[config.mk]
export PLATFORM = sky130hd
export DESIGN_NAME = instr_fetch_unit_multispec_flat
export DESIGN_NICKNAME = d
export VERILOG_FILES = /design/src/rtl/instr_fetch_unit_multispec_pkg.sv /design/src/rtl/instr_fetch_unit_multispec_if.sv /design/src/rtl/spec_checkpoint_fifo.sv /design/src/rtl/instr_fetch_unit_multispec.sv /design/src/flat_wrapper.sv
export SDC_FILE = /design/constraint.sdc
export NUM_CORES = 1
export LEC_CHECK = 0
export ABC_AREA = 1
export ABC_CLOCK_PERIOD_IN_PS = 3900
export CORE_MARGIN = 8
export CORE_UTILIZATION = 45
export CTS_BUF_LIST = sky130_fd_sc_hd__clkbuf_4
export CTS_CLUSTER_DIAMETER = 40
export DETAILED_ROUTE_END_ITERATION = 12
export GPL_TIMING_DRIVEN = 0
export HOLD_SLACK_MARGIN = 0.06
export PLACE_DENSITY = 0.68
export SLEW_MARGIN = 5
export SYNTH_ARGS = -nofsm -noshare
export SYNTH_HDL_FRONTEND = slang
export SYNTH_SLANG_ARGS = --single-unit
[constraint.sdc]
create_clock -name clk_i -period 3.9 [get_ports clk_i]
set_input_delay 0.585 -clock clk_i [delete_from_list [all_inputs] [get_ports clk_i]]
set_output_delay 0.585 -clock clk_i [all_outputs]
set_load 0.03 [all_outputs]
[src/rtl/instr_fetch_unit_multispec_pkg.sv]
// Shared types and constants for the multi-speculation fetch unit.
package instr_fetch_unit_multispec_pkg;

  typedef logic [31:0] word32_t;

  localparam logic [6:0] BR_OPCODE  = 7'b1100011;
  localparam logic [6:0] JMP_OPCODE = 7'b1100111;

  typedef struct packed {
    word32_t recovery_pc;
  } fetch_ckpt_t;

  // Jump offset: instr[31:7] is a word offset, sign-extended to 32 bits.
  function automatic word32_t jump_offset(word32_t instr);
    return {{5{instr[31]}}, instr[31:7], 2'b00};
  endfunction

endpackage

[src/rtl/instr_fetch_unit_multispec_if.sv]
// Fetch-unit bus: instruction memory, predictor, branch ALU and instruction queue signals.
interface instr_fetch_unit_multispec_if
  import instr_fetch_unit_multispec_pkg::*;
#(
  parameter int unsigned IMM_WIDTH = 12,
  parameter int unsigned TAG_WIDTH = 2
) ();

  word32_t              program_counter_branched_i;
  logic                 br_taken_i;
  logic [IMM_WIDTH-1:0] br_imm_o;
  logic                 issuing_branch_o;
  logic [TAG_WIDTH-1:0] br_tag_o;
  logic                 cond_eval_i;
  logic                 corr_pred_i;
  logic                 flush_o;
  logic [TAG_WIDTH:0]   spec_count_o;
  logic                 spurious_resolve_o;
  logic                 iq_full_i;
  logic                 iq_write_o;
  word32_t              fetched_instr_o;
  word32_t              instr_i;
  word32_t              program_counter_o;

  modport master (
    input  program_counter_branched_i, br_taken_i, cond_eval_i, corr_pred_i, iq_full_i,
           instr_i,
    output br_imm_o, issuing_branch_o, br_tag_o, flush_o, spec_count_o, spurious_resolve_o,
           iq_write_o, fetched_instr_o, program_counter_o
  );

  modport slave (
    output program_counter_branched_i, br_taken_i, cond_eval_i, corr_pred_i, iq_full_i,
           instr_i,
    input  br_imm_o, issuing_branch_o, br_tag_o, flush_o, spec_count_o, spurious_resolve_o,
           iq_write_o, fetched_instr_o, program_counter_o
  );

endinterface

[src/rtl/spec_checkpoint_fifo.sv]
// In-order checkpoint FIFO for unresolved branches; clear wins over push/pop.
module spec_checkpoint_fifo #(
  parameter int unsigned DEPTH = 4,
  parameter type         T     = logic [31:0],
  parameter int unsigned PtrW  = (DEPTH > 1) ? $clog2(DEPTH) : 1
) (
  input  logic            clk_i,
  input  logic            reset_ni,
  input  logic            push_i,
  input  logic            pop_i,
  input  logic            clear_i,
  input  T                data_i,
  output T                head_o,
  output logic [PtrW:0]   count_o,
  output logic [PtrW-1:0] wr_ptr_o
);

  localparam logic [PtrW-1:0] LastPtr = PtrW'(DEPTH - 1);

  T                mem_q [DEPTH];
  logic [PtrW-1:0] wr_ptr_q, wr_ptr_d;
  logic [PtrW-1:0] rd_ptr_q, rd_ptr_d;
  logic [PtrW:0]   count_q, count_d;

  function automatic logic [PtrW-1:0] next_ptr(logic [PtrW-1:0] ptr);
    return (ptr == LastPtr) ? '0 : ptr + 1'b1;
  endfunction

  always_comb begin
    wr_ptr_d = wr_ptr_q;
    rd_ptr_d = rd_ptr_q;
    count_d  = count_q;
    if (clear_i) begin
      wr_ptr_d = '0;
      rd_ptr_d = '0;
      count_d  = '0;
    end else begin
      if (push_i) wr_ptr_d = next_ptr(wr_ptr_q);
      if (pop_i)  rd_ptr_d = next_ptr(rd_ptr_q);
      case ({push_i, pop_i})
        2'b10:   count_d = count_q + 1'b1;
        2'b01:   count_d = count_q - 1'b1;
        default: count_d = count_q;
      endcase
    end
  end

  always_ff @(posedge clk_i) begin
    if (!reset_ni) begin
      wr_ptr_q <= '0;
      rd_ptr_q <= '0;
      count_q  <= '0;
    end else begin
      wr_ptr_q <= wr_ptr_d;
      rd_ptr_q <= rd_ptr_d;
      count_q  <= count_d;
    end
  end

  // Payload storage needs no reset; only the pointers define validity.
  always_ff @(posedge clk_i) begin
    if (push_i && !clear_i) mem_q[wr_ptr_q] <= data_i;
  end

  assign head_o   = mem_q[rd_ptr_q];
  assign count_o  = count_q;
  assign wr_ptr_o = wr_ptr_q;

endmodule

[src/rtl/instr_fetch_unit_multispec.sv]
// Fetch unit with predecode, multi-branch speculation and misprediction recovery.
module instr_fetch_unit_multispec
  import instr_fetch_unit_multispec_pkg::*;
#(
  parameter int unsigned IMM_WIDTH  = 12,
  parameter int unsigned SPEC_DEPTH = 4,
  parameter int unsigned TAG_WIDTH  = (SPEC_DEPTH > 1) ? $clog2(SPEC_DEPTH) : 1,
  parameter word32_t     RESET_PC   = 32'h0
) (
  input logic                          clk_i,
  input logic                          reset_ni,
  instr_fetch_unit_multispec_if.master fetch_io
);

  localparam logic [TAG_WIDTH:0] DepthCnt = (TAG_WIDTH + 1)'(SPEC_DEPTH);

  word32_t              pc_q, pc_d;
  word32_t              pc_plus4;
  word32_t              instr;
  logic                 is_br, is_jmp;
  logic                 has_ckpt, mispredict, resolve_ok, slot_free;
  logic                 push, iq_write, issuing, flush;
  logic [11:0]          imm_raw;
  logic [TAG_WIDTH:0]   count;
  logic [TAG_WIDTH-1:0] wr_ptr;
  fetch_ckpt_t          ckpt_new, ckpt_head;

  assign instr    = fetch_io.instr_i;
  assign pc_plus4 = pc_q + 32'd4;
  assign is_br    = (instr[6:0] == BR_OPCODE);
  assign is_jmp   = (instr[6:0] == JMP_OPCODE);
  assign imm_raw  = {instr[31:27], instr[16:10]};

  assign has_ckpt   = (count != '0);
  assign mispredict = fetch_io.cond_eval_i & ~fetch_io.corr_pred_i & has_ckpt;
  assign resolve_ok = fetch_io.cond_eval_i & fetch_io.corr_pred_i & has_ckpt;
  // A correct resolve this cycle frees the oldest slot in time for a new push.
  assign slot_free  = (count < DepthCnt) | (fetch_io.cond_eval_i & fetch_io.corr_pred_i);

  assign ckpt_new.recovery_pc = fetch_io.br_taken_i ? pc_plus4
                                                    : fetch_io.program_counter_branched_i;

  spec_checkpoint_fifo #(
    .DEPTH (SPEC_DEPTH),
    .T     (fetch_ckpt_t),
    .PtrW  (TAG_WIDTH)
  ) u_ckpt_fifo (
    .clk_i    (clk_i),
    .reset_ni (reset_ni),
    .push_i   (push),
    .pop_i    (resolve_ok),
    .clear_i  (mispredict),
    .data_i   (ckpt_new),
    .head_o   (ckpt_head),
    .count_o  (count),
    .wr_ptr_o (wr_ptr)
  );

  always_comb begin
    pc_d     = pc_q;
    iq_write = 1'b0;
    issuing  = 1'b0;
    flush    = 1'b0;
    push     = 1'b0;
    if (mispredict) begin
      pc_d  = ckpt_head.recovery_pc;
      flush = 1'b1;
    end else if (fetch_io.iq_full_i) begin
      pc_d = pc_q;
    end else if (is_br) begin
      if (slot_free) begin
        iq_write = 1'b1;
        issuing  = 1'b1;
        push     = 1'b1;
        pc_d     = fetch_io.br_taken_i ? fetch_io.program_counter_branched_i : pc_plus4;
      end
    end else if (is_jmp) begin
      pc_d = pc_q + jump_offset(instr);
    end else begin
      iq_write = 1'b1;
      pc_d     = pc_plus4;
    end
  end

  always_ff @(posedge clk_i) begin
    if (!reset_ni) pc_q <= RESET_PC;
    else           pc_q <= pc_d;
  end

  assign fetch_io.br_imm_o           = is_br ? IMM_WIDTH'(imm_raw) : '0;
  assign fetch_io.issuing_branch_o   = issuing;
  assign fetch_io.br_tag_o           = issuing ? wr_ptr : '0;
  assign fetch_io.flush_o            = flush;
  assign fetch_io.spec_count_o       = count;
  assign fetch_io.spurious_resolve_o = fetch_io.cond_eval_i & ~has_ckpt;
  assign fetch_io.iq_write_o         = iq_write;
  assign fetch_io.fetched_instr_o    = instr;
  assign fetch_io.program_counter_o  = pc_q;

endmodule

[src/flat_wrapper.sv]
// flat-port wrapper written by rule: the top's interface ports become plain ports
module instr_fetch_unit_multispec_flat import instr_fetch_unit_multispec_pkg::*;
#(
  parameter int unsigned IMM_WIDTH  = 12,
  parameter int unsigned SPEC_DEPTH = 4,
  parameter int unsigned TAG_WIDTH  = (SPEC_DEPTH > 1) ? $clog2(SPEC_DEPTH) : 1,
  parameter word32_t     RESET_PC   = 32'h0
)
  (clk_i, reset_ni, fetch_io_program_counter_branched_i, fetch_io_br_taken_i, fetch_io_cond_eval_i, fetch_io_corr_pred_i, fetch_io_iq_full_i, fetch_io_instr_i, fetch_io_br_imm_o, fetch_io_issuing_branch_o, fetch_io_br_tag_o, fetch_io_flush_o, fetch_io_spec_count_o, fetch_io_spurious_resolve_o, fetch_io_iq_write_o, fetch_io_fetched_instr_o, fetch_io_program_counter_o);
  instr_fetch_unit_multispec_if #(.IMM_WIDTH(IMM_WIDTH), .TAG_WIDTH(TAG_WIDTH)) fetch_io_i ();
  input logic clk_i;
  input logic reset_ni;
  input wire logic [$bits(fetch_io_i.program_counter_branched_i)-1:0] fetch_io_program_counter_branched_i;
  input wire logic [$bits(fetch_io_i.br_taken_i)-1:0] fetch_io_br_taken_i;
  input wire logic [$bits(fetch_io_i.cond_eval_i)-1:0] fetch_io_cond_eval_i;
  input wire logic [$bits(fetch_io_i.corr_pred_i)-1:0] fetch_io_corr_pred_i;
  input wire logic [$bits(fetch_io_i.iq_full_i)-1:0] fetch_io_iq_full_i;
  input wire logic [$bits(fetch_io_i.instr_i)-1:0] fetch_io_instr_i;
  output wire logic [$bits(fetch_io_i.br_imm_o)-1:0] fetch_io_br_imm_o;
  output wire logic [$bits(fetch_io_i.issuing_branch_o)-1:0] fetch_io_issuing_branch_o;
  output wire logic [$bits(fetch_io_i.br_tag_o)-1:0] fetch_io_br_tag_o;
  output wire logic [$bits(fetch_io_i.flush_o)-1:0] fetch_io_flush_o;
  output wire logic [$bits(fetch_io_i.spec_count_o)-1:0] fetch_io_spec_count_o;
  output wire logic [$bits(fetch_io_i.spurious_resolve_o)-1:0] fetch_io_spurious_resolve_o;
  output wire logic [$bits(fetch_io_i.iq_write_o)-1:0] fetch_io_iq_write_o;
  output wire logic [$bits(fetch_io_i.fetched_instr_o)-1:0] fetch_io_fetched_instr_o;
  output wire logic [$bits(fetch_io_i.program_counter_o)-1:0] fetch_io_program_counter_o;
  assign fetch_io_i.program_counter_branched_i = fetch_io_program_counter_branched_i;
  assign fetch_io_i.br_taken_i = fetch_io_br_taken_i;
  assign fetch_io_i.cond_eval_i = fetch_io_cond_eval_i;
  assign fetch_io_i.corr_pred_i = fetch_io_corr_pred_i;
  assign fetch_io_i.iq_full_i = fetch_io_iq_full_i;
  assign fetch_io_i.instr_i = fetch_io_instr_i;
  assign fetch_io_br_imm_o = fetch_io_i.br_imm_o;
  assign fetch_io_issuing_branch_o = fetch_io_i.issuing_branch_o;
  assign fetch_io_br_tag_o = fetch_io_i.br_tag_o;
  assign fetch_io_flush_o = fetch_io_i.flush_o;
  assign fetch_io_spec_count_o = fetch_io_i.spec_count_o;
  assign fetch_io_spurious_resolve_o = fetch_io_i.spurious_resolve_o;
  assign fetch_io_iq_write_o = fetch_io_i.iq_write_o;
  assign fetch_io_fetched_instr_o = fetch_io_i.fetched_instr_o;
  assign fetch_io_program_counter_o = fetch_io_i.program_counter_o;
  instr_fetch_unit_multispec #(.IMM_WIDTH(IMM_WIDTH), .SPEC_DEPTH(SPEC_DEPTH), .TAG_WIDTH(TAG_WIDTH), .RESET_PC(RESET_PC)) u_core (.clk_i(clk_i), .reset_ni(reset_ni), .fetch_io(fetch_io_i));
endmodule
### After elaboration in Yosys (flattened, before gate mapping)

Memories as Yosys holds them, arrays and structs flattened. A register that Yosys moved wholly into a read port is not among the register bits.
Index checks and enable logic that the tools add are counted.

* memories kept: 1
* register bits: 39
* input bits: 70
* word-level logic and storage cells: 60
* memory bits (writable): 128
* output and inout bits: 85

* $lt $le $gt $ge: 1
* eq/ne operators: 8
* multiplexer cells: 25
* bitwise operators: 9
* add/subtract/negate cells: 6
* reductions and logical operators: 6

Memories
* u_core.u_ckpt_fifo.mem_q: depth 4, width 32, rd ports 1, clocked after Yosys merged registers in 1, write ports 1, RTL line spec_checkpoint_fifo.sv:20 `T mem_q [DEPTH];`

Operators with widths (number)
* 2-to-1 mux 32 bit: 7
* adder 32 x 3 -> 32 bit, second input constant: 1
* adder 32 bit: 1
* equality test 7 bit, second input constant: 2
* 2-to-1 mux 12 bit: 1
* 2-to-1 mux 1 bit: 11
* 2-to-1 mux 2 bit: 5
* equality test 2 bit, second input constant: 3
* one-hot mux 3 bit (2 select lines): 1
* AND 1 bit: 5
* adder 2 x 1 -> 2 bit, second input constant: 2
* adder 3 x 1 -> 3 bit, second input constant: 1
* less-than comparator 3 bit, second input constant: 1
* != test 3 bit, second input constant: 1
* NOT 1 bit: 3
* nonzero test 3 bit: 1
* subtractor 3 x 1 -> 3 bit, second input constant: 1
* equality test 2 x 1 -> 1 bit, second input constant: 1
* != test 2 x 1 -> 1 bit, second input constant: 1
* AND reduction 2 bit: 1
* nonzero test 2 bit: 1
* OR reduction 2 bit: 1
* logical AND 1 bit: 1
* logical NOT 1 bit: 1
* OR 1 bit: 1

### Longest topological paths before layout

* depth after elaboration: 9
* gate-level depth with buffers: 15
* depth with buffers taken out: 15

### Modules after synthesis

From an unflattened synthesis, not the netlist that was laid out.

* cell total of the unflattened synthesis: 1489
* area total of the unflattened synthesis: 11151.9 sq um

Modules (own cells, without submodules)
* instr_fetch_unit_multispec: sequential area each 640.6 sq um, times used 1, area an instance 5910.7 sq um, cells each 1118
* spec_checkpoint_fifo: sequential area each 4023.9 sq um, times used 1, area an instance 5241.3 sq um, cells each 371

### Worst setup path before layout

OpenSTA, ideal clock, no wires.

* path kind: in2reg
* from: input fetch_io_instr_i[0]
* to: memory u_core.u_ckpt_fifo.mem_q[0][0] in the netlist's numbering, enable pin
* slack: 0.555 ns
* buffers on the path: 0
* arrival: 2.923 ns
* stages on the path: 6
* cells stage by stage: inv_2 -> nor3_4 -> inv_2 -> nor3_4 -> nand3_2 -> nor2_1

* longest elaborated chain between the ends: 7

Ends and longest elaborated chain
* start: declaration: RTL line flat_wrapper.sv:18 `input wire logic [$bits(fetch_io_i.instr_i)-1:0] fetch_io_instr_i;`
* equality test 7 bit: RTL line instr_fetch_unit_multispec.sv:30 `assign is_br = (instr[6:0] == BR_OPCODE);`
* 2-to-1 mux 1 bit: RTL line instr_fetch_unit_multispec.sv:70 `end else if (is_br) begin`
* 2-to-1 mux 1 bit: RTL line instr_fetch_unit_multispec.sv:68 `end else if (fetch_io.iq_full_i) begin`
* 2-to-1 mux 1 bit: RTL line instr_fetch_unit_multispec.sv:65 `if (mispredict) begin`
* logical AND 1 bit: RTL line spec_checkpoint_fifo.sv:62 `if (push_i && !clear_i) mem_q[wr_ptr_q] <= data_i;`
* 2-to-1 mux 1 bit: RTL line spec_checkpoint_fifo.sv:62
* 2-to-1 mux 1 bit (not written as such): RTL line spec_checkpoint_fifo.sv:62
* end: declaration: RTL line spec_checkpoint_fifo.sv:20

No other way between the ends.

### Worst setup path in the final report

* from: input fetch_io_instr_i[0]
* to: output fetch_io_iq_write_o

* longest elaborated chain between the ends: 5
* elaborated cells between the ends (all ways): 6

Ends and longest elaborated chain
* equality test 7 bit: RTL line instr_fetch_unit_multispec.sv:31 `assign is_jmp = (instr[6:0] == JMP_OPCODE);`
* 2-to-1 mux 1 bit: RTL line instr_fetch_unit_multispec.sv:77 `end else if (is_jmp) begin`
* 2-to-1 mux 1 bit (*): RTL line instr_fetch_unit_multispec.sv:70
* 2-to-1 mux 1 bit (*): RTL line instr_fetch_unit_multispec.sv:68
* 2-to-1 mux 1 bit (*): RTL line instr_fetch_unit_multispec.sv:65
* end: declaration: RTL line flat_wrapper.sv:25 `output wire logic [$bits(fetch_io_i.iq_write_o)-1:0] fetch_io_iq_write_o;`

Mark *: on every way between the ends. The rest lies on a longest branch, timed or not.

==> run_summary.xml <==
<?xml version="1.0" encoding="UTF-8"?>
<metrics>
  <group name="power_and_ir_drop">
    <metric name="clock_power_share" unit="">0.262</metric>
    <metric name="total_power" unit="uW">3790</metric>
    <metric name="ir_worst_vdd" unit="mV">0.192</metric>
    <metric name="p_leak" unit="uW">0.00545</metric>
    <metric name="p_sw_frac" unit="">0.315</metric>
    <metric name="p_seq_frac" unit="">0.533</metric>
    <metric name="internal-power" unit="uW">2590</metric>
    <metric name="p_comb_frac" unit="">0.205</metric>
    <metric name="total_power_divided_by_cell_area" unit="nW/um2">286</metric>
    <metric name="switching_power" unit="uW">1190</metric>
  </group>
  <group name="yosys">
    <metric name="ys_async_sr_fraction" unit="">0</metric>
    <metric name="part_of_the_yosys_area_used_for_sequential_elements" unit="">0.428</metric>
    <metric name="post_synth_inst_count" unit="">1432</metric>
    <metric name="post_synth.cell_area_avg" unit="um2">7.61</metric>
    <metric name="number_of_synthesized_flops_with_an_enable_pin" unit="">128</metric>
    <metric name="synth_fp_nets" unit="">1540</metric>
    <metric name="postSynthRegisterBits" unit="">169</metric>
    <metric name="yosys_warnings" unit="">0</metric>
    <metric name="synth-main-ff-cell" unit="">edfxtp_1</metric>
    <metric name="synth_cell_types" unit="">47</metric>
    <metric name="mappedNetlistArea" unit="um2">10900</metric>
  </group>
  <group name="critical_path">
    <metric name="setup.reg_to_reg.worst_slack" unit="ns">1.01</metric>
    <metric name="worst-setup-path-type" unit="">input pin to primary output</metric>
    <metric name="critPathTopFamily" unit="">buffers and inverters</metric>
    <metric name="startpoint" unit="">fetch_io_instr_i[0]</metric>
    <metric name="setup.worst_path.end_class" unit="">primary output</metric>
    <metric name="count_of_cells_along_the_worst_register_to_register_path" unit="">11</metric>
    <metric name="timing.critical_path.slowest_cell_delay" unit="ns">0.62</metric>
    <metric name="crit_slowest_cell" unit="">clkdlybuf4s50_1</metric>
    <metric name="arrival" unit="ns">3.10</metric>
    <metric name="timing.critical_path.from_type" unit="">input pin</metric>
    <metric name="timing.critical_path.required" unit="ns">3.31</metric>
    <metric name="path_cells" unit="">clkdlybuf4s50_1 &gt; inv_2 &gt; nor3_4 &gt; inv_2 &gt; nor3_4 &gt; buf_4 &gt; buf_4 &gt; nand2_4 &gt; nand2_2 &gt; nor2_1 &gt; clkdlybuf4s50_1</metric>
    <metric name="crit_fanout" unit="">8</metric>
    <metric name="timing.rr.start" unit="">u_core.u_ckpt_fifo.count_o[0]</metric>
    <metric name="timing.rr.end" unit="">u_core.u_ckpt_fifo.count_o[2]</metric>
    <metric name="path_buf_inv" unit="">6</metric>
    <metric name="critical_path_end" unit="">fetch_io_iq_write_o</metric>
    <metric name="worstSetupPathDepth" unit="">11</metric>
  </group>
  <group name="die">
    <metric name="core_region" unit="um2">24000</metric>
    <metric name="die_outline_area" unit="um2">29500</metric>
    <metric name="initial_core_util" unit="">0.454</metric>
    <metric name="chipWidth" unit="um">172</metric>
    <metric name="pin_count" unit="">155</metric>
    <metric name="num_rows" unit="">57</metric>
    <metric name="dieHeight" unit="um">172</metric>
  </group>
  <group name="run">
    <metric name="max_cap_viol_count" unit="">0</metric>
  </group>
  <group name="status">
    <metric name="run_status" unit="">completed</metric>
  </group>
  <group name="timing">
    <metric name="timing.final.max_slew_violations" unit="">0</metric>
    <metric name="fmaxAchievable" unit="MHz">271</metric>
    <metric name="worst_slew_margin_rel" unit="">0.433</metric>
    <metric name="final_period_minus_worst_setup_slack" unit="ns">3.69</metric>
    <metric name="post-route-worst-setup-slack" unit="ns">0.213</metric>
    <metric name="grt_setup_unrepaired" unit="">no</metric>
    <metric name="maximum_clock_skew_at_final_layout" unit="ns">0.0363</metric>
    <metric name="worst-slew-pin-transition" unit="ns">0.842</metric>
    <metric name="final_report_hold_violation_count" unit="">0</metric>
    <metric name="report.final.setup_viol" unit="">0</metric>
    <metric name="layout_worst_path_cycle_share" unit="">0.946</metric>
  </group>
  <group name="worst_hold_path">
    <metric name="holdCritPathClass" unit="">flop to flop</metric>
    <metric name="hold_path.startpoint" unit="">u_core.u_ckpt_fifo.rd_ptr_q[1]</metric>
  </group>
  <group name="clocking">
    <metric name="clk_latency" unit="ns">0.55</metric>
    <metric name="cts.path.max_buffers" unit="">2</metric>
    <metric name="clkTransAtPathRegs" unit="ns">0.16</metric>
    <metric name="cts_num_sinks" unit="">169</metric>
    <metric name="tritoncts_clock_tree" unit="">yes</metric>
    <metric name="hold_buffers" unit="">0</metric>
    <metric name="cts_root_buffer" unit="">clkbuf_4</metric>
    <metric name="htree_num_levels" unit="">4</metric>
    <metric name="tritoncts.num_buffers" unit="">17</metric>
    <metric name="cts_repair_resize_count" unit="">0</metric>
  </group>
  <group name="global_route">
    <metric name="grt_util_all_layers" unit="">0.270</metric>
    <metric name="grt_max_degree" unit="">26</metric>
    <metric name="vias_in_the_first_global_route" unit="">10500</metric>
    <metric name="antenna_found_initial" unit="">1</metric>
    <metric name="gr-total-overflow" unit="">0</metric>
    <metric name="wire_length_of_the_first_global_routing_pass" unit="um">60100</metric>
  </group>
  <group name="detailed_routing">
    <metric name="detail_route.wirelength" unit="um">39200</metric>
    <metric name="ant_nets" unit="">0</metric>
    <metric name="viasPerCell" unit="">5.49</metric>
    <metric name="drt_pass1_iterations" unit="">5</metric>
    <metric name="drt_first_iter_violations" unit="">1029</metric>
    <metric name="via_count" unit="">10700</metric>
    <metric name="routed_length_per_placed_instance" unit="um">20.1</metric>
    <metric name="drcViolationCount" unit="">0</metric>
  </group>
  <group name="placement">
    <metric name="placed_cells" unit="">1913</metric>
    <metric name="dpl_worst_slack" unit="ns">-0.457</metric>
    <metric name="placement.io_buffers" unit="">153</metric>
    <metric name="dp_hpwl" unit="um">30800</metric>
    <metric name="gp_congestion" unit="">0.960</metric>
    <metric name="placedInstanceArea" unit="um2">13000</metric>
  </group>
  <group name="final_layout">
    <metric name="post_route_cells_drive_above_1_share" unit="">0.0691</metric>
    <metric name="layoutNonFillerInstCount" unit="">1947</metric>
    <metric name="total_nets_final" unit="">1717</metric>
    <metric name="layout_overhead_on_the_synthesized_area" unit="%">21.4</metric>
    <metric name="fin_util" unit="">0.551</metric>
    <metric name="finalInstanceArea" unit="um2">13200</metric>
  </group>
</metrics>
## worst min-delay path, stage by stage, from the launching register on
cell and delay (ns):
dfxtp_1 0.35, nand2_1 0.06, a21oi_1 0.07
## synthesized netlist by cell type (2+ instances only)
master / number / area (um2)
nor2_1: 170 / 638
nor4_1: 2 / 12.5
ha_1: 36 / 450
o211ai_1: 10 / 75.1
dfxtp_1: 41 / 821
nand4_1: 12 / 75.1
o21ai_1: 6 / 30.0
nor3_1: 22 / 110
o21ai_0: 129 / 646
o221ai_1: 15 / 131
or2_2: 4 / 25.0
nand3b_1: 3 / 22.5
buf_4: 33 / 248
buf_2: 7 / 35.0
inv_1: 167 / 627
buf_6: 3 / 33.8
a211oi_1: 2 / 15.0
fa_1: 2 / 40.0
or2_1: 2 / 12.5
xnor2_1: 7 / 61.3
nand2_4: 5 / 56.3
o21bai_1: 9 / 67.6
nand2_2: 2 / 12.5
a22oi_1: 4 / 30.0
edfxtp_1: 128 / 3840
a31oi_1: 9 / 56.3
a21oi_1: 97 / 485
nor3_4: 3 / 48.8
nand3_1: 79 / 395
xor2_1: 16 / 140
buf_1: 4 / 15.0
inv_2: 7 / 26.3
nand2_1: 325 / 1220
o22ai_1: 27 / 169
clkbuf_1: 32 / 120
## routing by layer
metal | vias up | GRT usage | wire, um
li1 | 5150 | - | -
met1 | 4993 | 0.349 | 16300
met3 | 65 | 0.0379 | 3090
met5 | - | 0 | 0
met4 | 0 | 0.105 | 1240
met2 | 489 | 0.449 | 18600
## layout make-up
class | count | area (um2)
flip-flops and latches | 169 | 4660
diodes | 1 | 2.50
inverters | 176 | 666
plain buffers | 79 | 463
clock buffers | 17 | 128
well taps | 324 | 405
multi-input cells | 1007 | 5140
fillers | 2353 | 10800
clock inverters | 15 | 138
repair buffers | 159 | 1630
## state kept, by name, summed over array words and instances, names as in the netlist, named ones only
register / cells
u_core.u_ckpt_fifo.mem_q: 128
u_core.fetch_io.program_counter_o: 32
u_core.u_ckpt_fifo.count_o: 3
u_core.u_ckpt_fifo.rd_ptr_q: 2
u_core.u_ckpt_fifo.wr_ptr_o: 2
## repair_timing
item / in CTS / in global routing
pin swaps: 1 / 0
setup endpoints to repair: 15 / 4
buffers inserted: 2 / 0
## stage by stage
stage,TNS [ns],hold slack (ns)
final,0,0.509
after floorplan,0,0.459
after global placement,-188.16,0.493
after CTS,0,0.511
after global routing,0,0.547
after detailed placement,-4.97,0.491
## kinds of logic after synthesis
| kind of cell | after synthesis | share of synthesized area |
|---|---|---|
| xor+xnor | 23 | 0.0185 |
| simple gates | 634 | 0.245 |
| flops | 169 | 0.428 |
| fa+ha+maj | 38 | 0.0450 |
| compound gates | 312 | 0.160 |
| buf+inv | 256 | 0.104 |
## worst min path at each step
stage / cells past startpoint / endpoint / slack, ns
final: 2 / u_core.u_ckpt_fifo.rd_ptr_q[1] / 0.51
after global routing: 2 / u_core.u_ckpt_fifo.rd_ptr_q[1] / 0.55
after CTS: 2 / u_core.u_ckpt_fifo.rd_ptr_q[1] / 0.51
after detailed placement: 2 / u_core.u_ckpt_fifo.rd_ptr_q[1] / 0.49
after global placement: 2 / u_core.u_ckpt_fifo.rd_ptr_q[1] / 0.49
after floorplan: 2 / flop / 0.46
## layout by cell type (no fill, tap or decap), drive strengths merged, types with 3 or more instances in the layout
master         Yosys  final
nand4             12     12
nand2            332    332
or2                6      6
buf               48     53
dfxtp             41     41
xnor2              7      7
nand3b             3      3
edfxtp           128    128
clkdlybuf4s50      0    153
xor2              16     16
nor2             171    171
nand3             80     80
o21ai            135    135
inv              174    184
o22ai             27     27
ha                36     36
clkbuf            32     49
a22oi              4      4
o21bai             9      9
clkinv             2      5
a21oi             97     97
o221ai            15     15
a31oi              9      9
nor3              26     26
o211ai            11     11
## power groups by stage
stage	Clock, uW	Combinational (uW)	Sequential (uW)
after detailed placement	0	761	2060
after floorplan	0	425	2070
after global routing	1060	847	2020
after global placement	0	754	2060
final	992	775	2020
after CTS	996	765	2020
Power figures use the tool's default switching activity.
